--- src/rtl/hub75_bcm_driver.sv ---
// hub75_bcm_driver
//   HUB75 LED-panel scan driver with binary-coded-modulation colour depth.
//   For every (row, plane) it requests PANEL_WIDTH pixels from the painter,
//   clocks the returned bits into the panel, latches them and lights the row
//   for BASE_DISPLAY << plane clock periods while the next plane is shifted.
//   Plane is the inner scan loop, row the outer loop.
//
// Ports
//   clk          panel clock
//   reset        synchronous, active-high
//   pix_x        column requested from the painter
//   pix_y        row requested (upper/lower half select is added externally)
//   pix_plane    bit plane requested
//   pix_rgb0/1   painter {r,g,b} bits for upper/lower half, valid
//                PIXEL_LATENCY cycles after the request was presented
//   led_rgb0/1   registered panel data for upper/lower half
//   led_addr     displayed row address
//   led_blank    DDR pair, bit0 = first half-cycle, bit1 = second half-cycle
//   led_latch    DDR pair, same convention
//   led_sclk     DDR pair, same convention (10 = rising edge mid-cycle)
//   frame_start  one-cycle pulse when the scan wraps to row 0, plane 0
//   frame_count  frames completed, wraps at 16 bits
module hub75_bcm_driver #(
    parameter int PANEL_WIDTH   = 64,
    parameter int ADDR_BITS     = 5,
    parameter int COLOR_BITS    = 4,
    parameter int PIXEL_LATENCY = 1,
    parameter int BASE_DISPLAY  = 32,
    localparam int XW = $clog2(PANEL_WIDTH),
    localparam int PW = (COLOR_BITS > 1) ? $clog2(COLOR_BITS) : 1
) (
    input  logic                 clk,
    input  logic                 reset,
    output logic [XW-1:0]        pix_x,
    output logic [ADDR_BITS-1:0] pix_y,
    output logic [PW-1:0]        pix_plane,
    input  logic [2:0]           pix_rgb0,
    input  logic [2:0]           pix_rgb1,
    output logic [2:0]           led_rgb0,
    output logic [2:0]           led_rgb1,
    output logic [ADDR_BITS-1:0] led_addr,
    output logic [1:0]           led_blank,
    output logic [1:0]           led_latch,
    output logic [1:0]           led_sclk,
    output logic                 frame_start,
    output logic [15:0]          frame_count
);

    localparam int TW = $clog2(BASE_DISPLAY) + COLOR_BITS + 1;
    localparam int CW = $clog2(PANEL_WIDTH + PIXEL_LATENCY);

    localparam logic [CW-1:0]        REQ_LAST   = CW'(PANEL_WIDTH - 1);
    localparam logic [CW-1:0]        CAP_LAST   = CW'(PANEL_WIDTH + PIXEL_LATENCY - 2);
    localparam logic [CW:0]          CAP_START  = (CW + 1)'(PIXEL_LATENCY);
    localparam logic [PW-1:0]        PLANE_LAST = PW'(COLOR_BITS - 1);
    localparam logic [ADDR_BITS-1:0] ROW_LAST   = '1;

    typedef enum logic [1:0] {
        S_SHIFT,
        S_WAIT,
        S_LATCH,
        S_UNBLANK
    } state_t;

    state_t        state;
    logic [CW-1:0] cnt;         // cycles spent in S_SHIFT for this plane
    logic [CW:0]   cnt_p1;
    logic [TW-1:0] timer;
    logic [TW-1:0] timer_nxt;
    logic [TW-1:0] plane_time;
    logic          capture;

    // Blank code for a cycle in which the display timer holds t.
    function automatic logic [1:0] blank_code(input logic [TW-1:0] t);
        if (t > TW'(1))
            return 2'b00;
        else if (t == TW'(1))
            return 2'b01;
        else
            return 2'b11;
    endfunction

    always_comb begin
        // The request presented at shift cycle n returns at edge n+PIXEL_LATENCY-1,
        // so captures run from cnt = PIXEL_LATENCY-1 up to CAP_LAST.
        cnt_p1     = {1'b0, cnt} + 1'b1;
        capture    = (state == S_SHIFT) && (cnt_p1 >= CAP_START);
        plane_time = TW'(BASE_DISPLAY) << pix_plane;
        if (state == S_UNBLANK)
            timer_nxt = plane_time;
        else if (timer != '0)
            timer_nxt = timer - 1'b1;
        else
            timer_nxt = timer;
    end

    always_ff @(posedge clk) begin
        if (reset) begin
            state       <= S_SHIFT;
            cnt         <= '0;
            timer       <= '0;
            pix_x       <= '0;
            pix_y       <= '0;
            pix_plane   <= '0;
            led_rgb0    <= '0;
            led_rgb1    <= '0;
            led_addr    <= '0;
            led_blank   <= 2'b11;
            led_latch   <= 2'b00;
            led_sclk    <= 2'b00;
            frame_start <= 1'b0;
            frame_count <= '0;
        end else begin
            timer       <= timer_nxt;
            frame_start <= 1'b0;
            led_latch   <= 2'b00;
            led_sclk    <= capture ? 2'b10 : 2'b00;
            // Blank follows the timer everywhere except around the latch.
            led_blank   <= blank_code(timer_nxt);
            if (capture) begin
                led_rgb0 <= pix_rgb0;
                led_rgb1 <= pix_rgb1;
            end

            case (state)
                S_SHIFT: begin
                    // pix_x returns to 0 after the last request so the next
                    // plane starts with column 0 already presented.
                    pix_x <= (cnt < REQ_LAST) ? XW'(cnt + 1'b1) : '0;
                    if (cnt == CAP_LAST) begin
                        cnt   <= '0;
                        state <= S_WAIT;
                    end else begin
                        cnt <= cnt + 1'b1;
                    end
                end

                S_WAIT: begin
                    if (timer == '0) begin
                        state     <= S_LATCH;
                        led_latch <= 2'b11;
                        led_blank <= 2'b11;
                        led_addr  <= pix_y;
                    end
                end

                S_LATCH: begin
                    state     <= S_UNBLANK;
                    led_blank <= 2'b10;
                end

                S_UNBLANK: begin
                    state <= S_SHIFT;
                    if (pix_plane == PLANE_LAST) begin
                        pix_plane <= '0;
                        if (pix_y == ROW_LAST) begin
                            pix_y       <= '0;
                            frame_start <= 1'b1;
                            frame_count <= frame_count + 1'b1;
                        end else begin
                            pix_y <= pix_y + 1'b1;
                        end
                    end else begin
                        pix_plane <= pix_plane + 1'b1;
                    end
                end

                default: state <= S_SHIFT;
            endcase
        end
    end

endmodule

--- config.mk ---
export PLATFORM = sky130hd
export DESIGN_NAME = hub75_bcm_driver
export DESIGN_NICKNAME = d
export VERILOG_FILES = /design/src/rtl/hub75_bcm_driver.sv
export SDC_FILE = /design/constraint.sdc
export NUM_CORES = 1
export LEC_CHECK = 0
export CAP_MARGIN = 25
export CORE_MARGIN = 1
export CORE_UTILIZATION = 53
export CTS_CLUSTER_SIZE = 8
export DETAILED_ROUTE_END_ITERATION = 8
export HOLD_SLACK_MARGIN = 0.12
export PLACE_DENSITY = 0.8
export SETUP_SLACK_MARGIN = 0.05
export SYNTH_ARGS = -nofsm -noshare
export SYNTH_HDL_FRONTEND = slang
export SYNTH_SLANG_ARGS = --single-unit
--- constraint.sdc ---
create_clock -name clk -period 2.5 [get_ports clk]
set_clock_uncertainty 0.05 [all_clocks]
set_input_delay 0.25 -clock clk [delete_from_list [all_inputs] [get_ports clk]]
set_output_delay 0.25 -clock clk [all_outputs]
set_load 0.05 [all_outputs]
# Yosys cells after proc, flatten, opt, wreduce, memory -nomap -nowiden
# Cells that the tools add are included.
[totals]
elab_cells = 62
out_inout_bits = 47
regBits = 66
input_bits = 8
[op_classes]
n_reduce_logical = 10
order_cmp = 3
bitwise = 3
eq_ne = 9
addsub = 6
muxes = 16
shifts = 1
[ops]
columns = ["cell", "count"]
rows = [
  ["$mux W10", 2],
  ["$add A16 B1 Y16 const B", 1],
  ["$mux W2", 8],
  ["$eq A10 B1 Y1 const B", 1],
  ["$gt A10 B1 Y1 const B", 1],
  ["$logic_not A10 Y1", 1],
  ["$reduce_bool A10 Y1", 1],
  ["$shl A6 B2 Y10 const A", 1],
  ["$sub A10 B1 Y10 const B", 1],
  ["$add A7 B1 Y8 const B", 1],
  ["$ge A8 B1 Y1 const B", 1],
  ["$pmux W2 S4", 1],
  ["$add A7 B1 Y7 const B", 1],
  ["$eq A7 B6 Y1 const B", 1],
  ["$lt A7 B6 Y1 const B", 1],
  ["$mux W7", 1],
  ["$eq A2 B2 Y1 const B", 3],
  ["$mux W6", 1],
  ["$reduce_and A2 Y1", 3],
  ["$add A5 B1 Y5 const B", 1],
  ["$eq A5 B5 Y1 const B", 1],
  ["$mux W5", 1],
  ["$pmux W2 S2", 1],
  ["$not A1 Y1", 3],
  ["other kinds (10)", 10],
]

# Longest topological paths before layout
[depth]
ltp_word = 8
ltp_mapped = 9
mapped_depth_nobuf = 8

# Least setup slack after synthesis
# No wires, ideal clock.
[synth_path]
path_kind = "register to register"
from = "reg pix_y[0]"
to = "reg frame_count[7]"
path_slack_ns = 0.039
synth_period_minus_slack_ns = 2.461
path_stages_with_launch = 10
t_required_ns = 2.322
arrival_time_ns = 2.284
path_buffers = 1
setup_time_ns = 0.128
path_cell_list = "dfxtp_1 > ha_1 > and3_1 > ha_1 > and4_1 > and4_1 > clkbuf_1 > nand4_1 > xor2_1 > nor2_1"
[synth_between]
elab_chain_cells = 2
[synth_lines]
columns = ["element", "line", "text"]
rows = [
  ["start, declared", "35", "output logic [ADDR_BITS-1:0] pix_y,"],
  ["start signal, assigned", "161", "pix_y <= pix_y + 1'b1;"],
  ["$eq A5 B5 Y1", "156", "if (pix_y == ROW_LAST) begin"],
  ["$reduce_and A3 Y1 (no source line)", "-", ""],
  ["end signal, assigned", "159", "frame_count <= frame_count + 1'b1;"],
  ["end, declared", "46", "output logic [15:0] frame_count"],
]
# No other way between the ends.
# A chain may end at the register's enable or synchronous reset.

# Worst setup path after layout
[layout_path]
from = "reg timer[1]"
to = "reg led_blank[1]"
[layout_between]
elab_chain_cells = 8
elab_cells_between_ends = 11
classes_between = "add/sub: 1; order compare: 1; eq/ne: 1; mux: 6; reduce/logical: 2"
[layout_lines]
columns = ["element", "line", "text"]
rows = [
  ["start, declared", "68", "logic [TW-1:0] timer;"],
  ["start signal, assigned", "114", "timer <= timer_nxt;"],
  ["branches (longest 7 deep; another with $sub A10 B1 Y10)", "-", ""],
  ["$pmux W2 S2 *", "125", "case (state)"],
  ["end signal, assigned", "119", "led_blank <= blank_code(timer_nxt);"],
  ["end, declared", "42", "output logic [1:0] led_blank,"],
]
# Every way passes the cells marked *.

==> summary.md <==
| Metric | Value |
|---|---|
| Outcome | `completed` |
| Slowest cell on crit path | `or3b_1` |
| R2r worst-path depth | `7` |
| Vias in the first global route | `roughly 2400` |
| Crit Path Class | `register to register` |
| RSZ-0062 raised after global routing | `false` |
| Slew HR | `64.9%` |
| Cells along the critical path | `inv_1 > ha_1 > or3b_1 > o31a_1 > o31ai_2 > o211ai_1 > o31ai_2` |
| Initial antenna violation count | `0` |
| Via count | `between 2000 and 3000` |
| Reg-to-reg startpoint | `timer[1]` |
| Most used DFF post-synth | `dfxtp_1` |
| Slew at the pin closest to its max-slew limit | `roughly 0.53 ns` |
| Slew Limit Fails | `0` |
| Post-synthesis sequential area ratio | `about 41%` |
| Crit path DAT | `2.40 ns` |
| Hold buffer count at CTS | `0` |
| Synth cell types | `58` |
| Final wirelength | `6600 um` |
| Final Hold Fails | `0` |
| H-tree depth | `3` |
| CP most frequent cell | `o31ai_2` |
| Pin count of the biggest net entering global routing | `39` |
| Die Span Y | `slightly below 80 um` |
| Die Footprint | `6260 um2` |
| Startpoint class of the critical path | `register` |
| Static Leak | `about 1.6 nW` |
| Max FO, Critical Path | `9` |
| Avg Inst Size Synth | `9.11 um2` |
| Worst flop-to-flop path endpoint | `led_blank[1]` |
| Yosys reg bits | `64` |
| Dpl cell area | `around 3700 um2` |
| Peak supply drop | `between 700 and 800 uV` |
| Num rows | `27` |
| Crit end category | `register` |
| Post-synth EDFFs | `0` |
| Synth Area in Compound Gates | `a little under an eighth` |
| Fmax | `approximately 460 MHz` |
| XOR/XNOR share of the synthesized area | `approximately 6.4%` |
| Remaining Overflow, GRT | `0` |
| Via density | `between 5 and 6` |
| Root Driver | `clkbuf_8` |
| Final cycle utilization of the critical path | `between 80 and 90%` |
| Power per cell area | `1020 nW/um2` |
| GRT Total Usage | `a little under a quarter` |
| Placed Cells | `455` |
| Synthesized Nets | `about 370` |
| Area contributors post-synth | `dfxtp_1 41%, nor2_1 6.5%, ha_1 5.6%, xor2_1 5.0%, mux2i_1 4.8%` |
| YS warnings | `0` |
| Area Growth Syn to Fin | `25.3%` |
| # clock sinks | `64` |
| CP Capture Point | `led_blank[1]` |
| Max Cap Viol | `0` |
| CP max stage delay | `roughly 0.44 ns` |
| First-pass GRT wire length | `11100 um` |
| Residual DRC count | `0` |
| WL met1 | `~3000 um` |
| Fin Setup TNS | `0 ns` |
| CTS max path bufs | `2` |
| Top cell type's share of synthesized area | `40.6%` |
| Worst Setup SP | `timer[1]` |
| Cells after synthesis | `around 350` |
| Top cell type by total area after synthesis | `dfxtp_1` |
| Clock edge transition at the registers on the reported setup and hold paths | `about 0.070 ns` |
| 1st-pass router iterations | `4` |
| N_diodes | `0` |
| Avg WL per Cell | `between 10 and 15 um` |
| Post-synthesis mux area share | `under 10%` |
| Share of cells above drive strength 1 | `~11%` |
| Post-CTS sizing | `0` |
| Crit path time final | `2.19 ns` |
| Top Metal Used | `met4` |
| Reg2reg setup slack | `0.31 ns` |
| PortBufs | `53` |
| Routed wl met2 | `approximately 3200 um` |
| Met3 WL | `312 um` |
| Combinational family with the most area after synthesis | `simple AND/OR/NAND/NOR gates` |
| Area of the mapped netlist | `between 3000 and 4000 um2` |
| Final non-filler cell total | `471` |
| Worst path required time | `approximately 2.7 ns` |
| Post-synth ARST share | `0%` |
| Setup bufs post-CTS | `0` |
| Post-DP HPWL | `around 4500 um` |
| DRT iter0 DRCs | `roughly 140` |
| HP Class | `input pin to register` |
| Die Wd | `79.1 um` |
| Adder-cell share of the synthesized area | `between 5 and 6%` |
| CTS buffer count | `9` |
| CTS tree | `yes` |
| Final net count | `416` |
| Worst skew pair latency | `0.34 ns` |
| Fraction of the mapped netlist area in simple logic gates | `24.3%` |
| Initial Utilization | `a little under three fifths` |
| Core Footprint | `roughly 5600 um2` |
| Fin area | `~4000 um2` |
| I/O Pins | `55` |
| Final RePlAce weighted congestion | `between 0.8 and 0.9` |
| Final setup violation count | `0` |
| Detail Route Antenna Nets | `0` |
==> cell usage after synthesis (all sizes together) (2+ instances only) <==
cell type	instances
nand2	15
o32ai	2
mux2	3
nor2b	4
ha	14
nand4	7
a211oi	2
nor2	56
o21ai	5
a21oi	19
nand2b	18
xnor2	5
nor3b	2
or4	3
buf	7
nand3	17
and3	4
xor2	18
o31a	2
a31oi	3
and4	3
mux2i	16
o31ai	5
dfxtp	64
nor3	6
a22oi	4
inv	10
clkbuf	13
==> metal layers <==
layer / global-route usage (%) / vias up
met1: 28.5 / 1231
met4: 10.0 / 0
met2: 36.8 / 51
met5: 0 / -
li1: - / 1290
met3: 5.98 / 9
==> report_power, final <==
group	internal, W	total, W	switching [W]	leakage (nW)
Clock	0.000746	0.00115	0.000408	0.133
Sequential	0.00117	0.00133	0.000168	0.522
Combinational	0.000661	0.00156	0.000897	0.931
==> metrics by stage <==
| stage | util, % | total power (W) | setup WS [ns] | hold WS [ns] |
|---|---|---|---|---|
| after global routing | 70.5 | 0.00427 | 0.134 | 0.292 |
| after global placement | 65.6 | 0.00287 | 0.419 | 0.399 |
| after CTS | 70.3 | 0.00405 | 0.285 | 0.252 |
| final | 70.5 | 0.00405 | 0.313 | 0.256 |
| after floorplan | - | 0.00255 | 0.237 | 0.355 |
| after detailed placement | 65.6 | 0.00290 | 0.291 | 0.411 |
==> how the worst min path moves through the flow <==
stage | start | to | slack (ns) | cells after the start
final | reset | cnt[3] | 0.26 | 2
after detailed placement | led_rgb1[1] | led_rgb1[1] | 0.41 | 2
after global placement | pix_x[5] | pix_x[5] | 0.40 | 2
after global routing | reset | pix_x[2] | 0.29 | 2
after floorplan | pix_rgb0[0] | led_rgb0[0] | 0.36 | 2
after CTS | reset | cnt[3] | 0.25 | 2
==> placed cells by master (no fill, tap or decap), drive strengths merged, types with 5 or more instances in the layout <==
master         instances
dfxtp                 64
nor2                  56
clkdlybuf4s50         52
a21oi                 19
xor2                  18
nand2b                18
nand3                 17
mux2i                 16
nand2                 15
ha                    14
clkbuf                12
inv                   10
nand4                  7
nor3                   6
xnor2                  5
o21ai                  5
o31ai                  5
buf                    5
==> kinds of logic after synthesis <==
group,Yosys count
other cells,1
flops,64
xor+xnor,23
simple gates,144
fa+ha+maj,14
buf+inv,30
compound gates,51
mux,19
==> cell type report <==
class	instances	area [um2]
flip-flops and latches	64	1280
fillers	458	1660
repair buffers	57	556
clock inverters	4	98.8
multi-input cells	252	1720
clock buffers	12	165
inverters	10	37.5
well taps	72	90.1
==> critical path, delay by kind of cell (launching register included) <==
kind,cells,cell delay [ns]
buffers and inverters,1,0.08
DFF,1,0.34
AOI/OAI and AO/OA,4,0.88
adders and majority gates,1,0.31
and+or+nand+nor,1,0.44
==> state kept, by name (all words and copies together) (netlist names), 3 cells and up <==
| signal | cells |
|---|---|
| timer | 10 |
| pix_y | 5 |
| pix_x | 6 |
| led_rgb0 | 3 |
| led_addr | 5 |
| frame_count | 16 |
| cnt | 7 |
| led_rgb1 | 3 |
No activity file was read; power rests on OpenSTA's default activity.
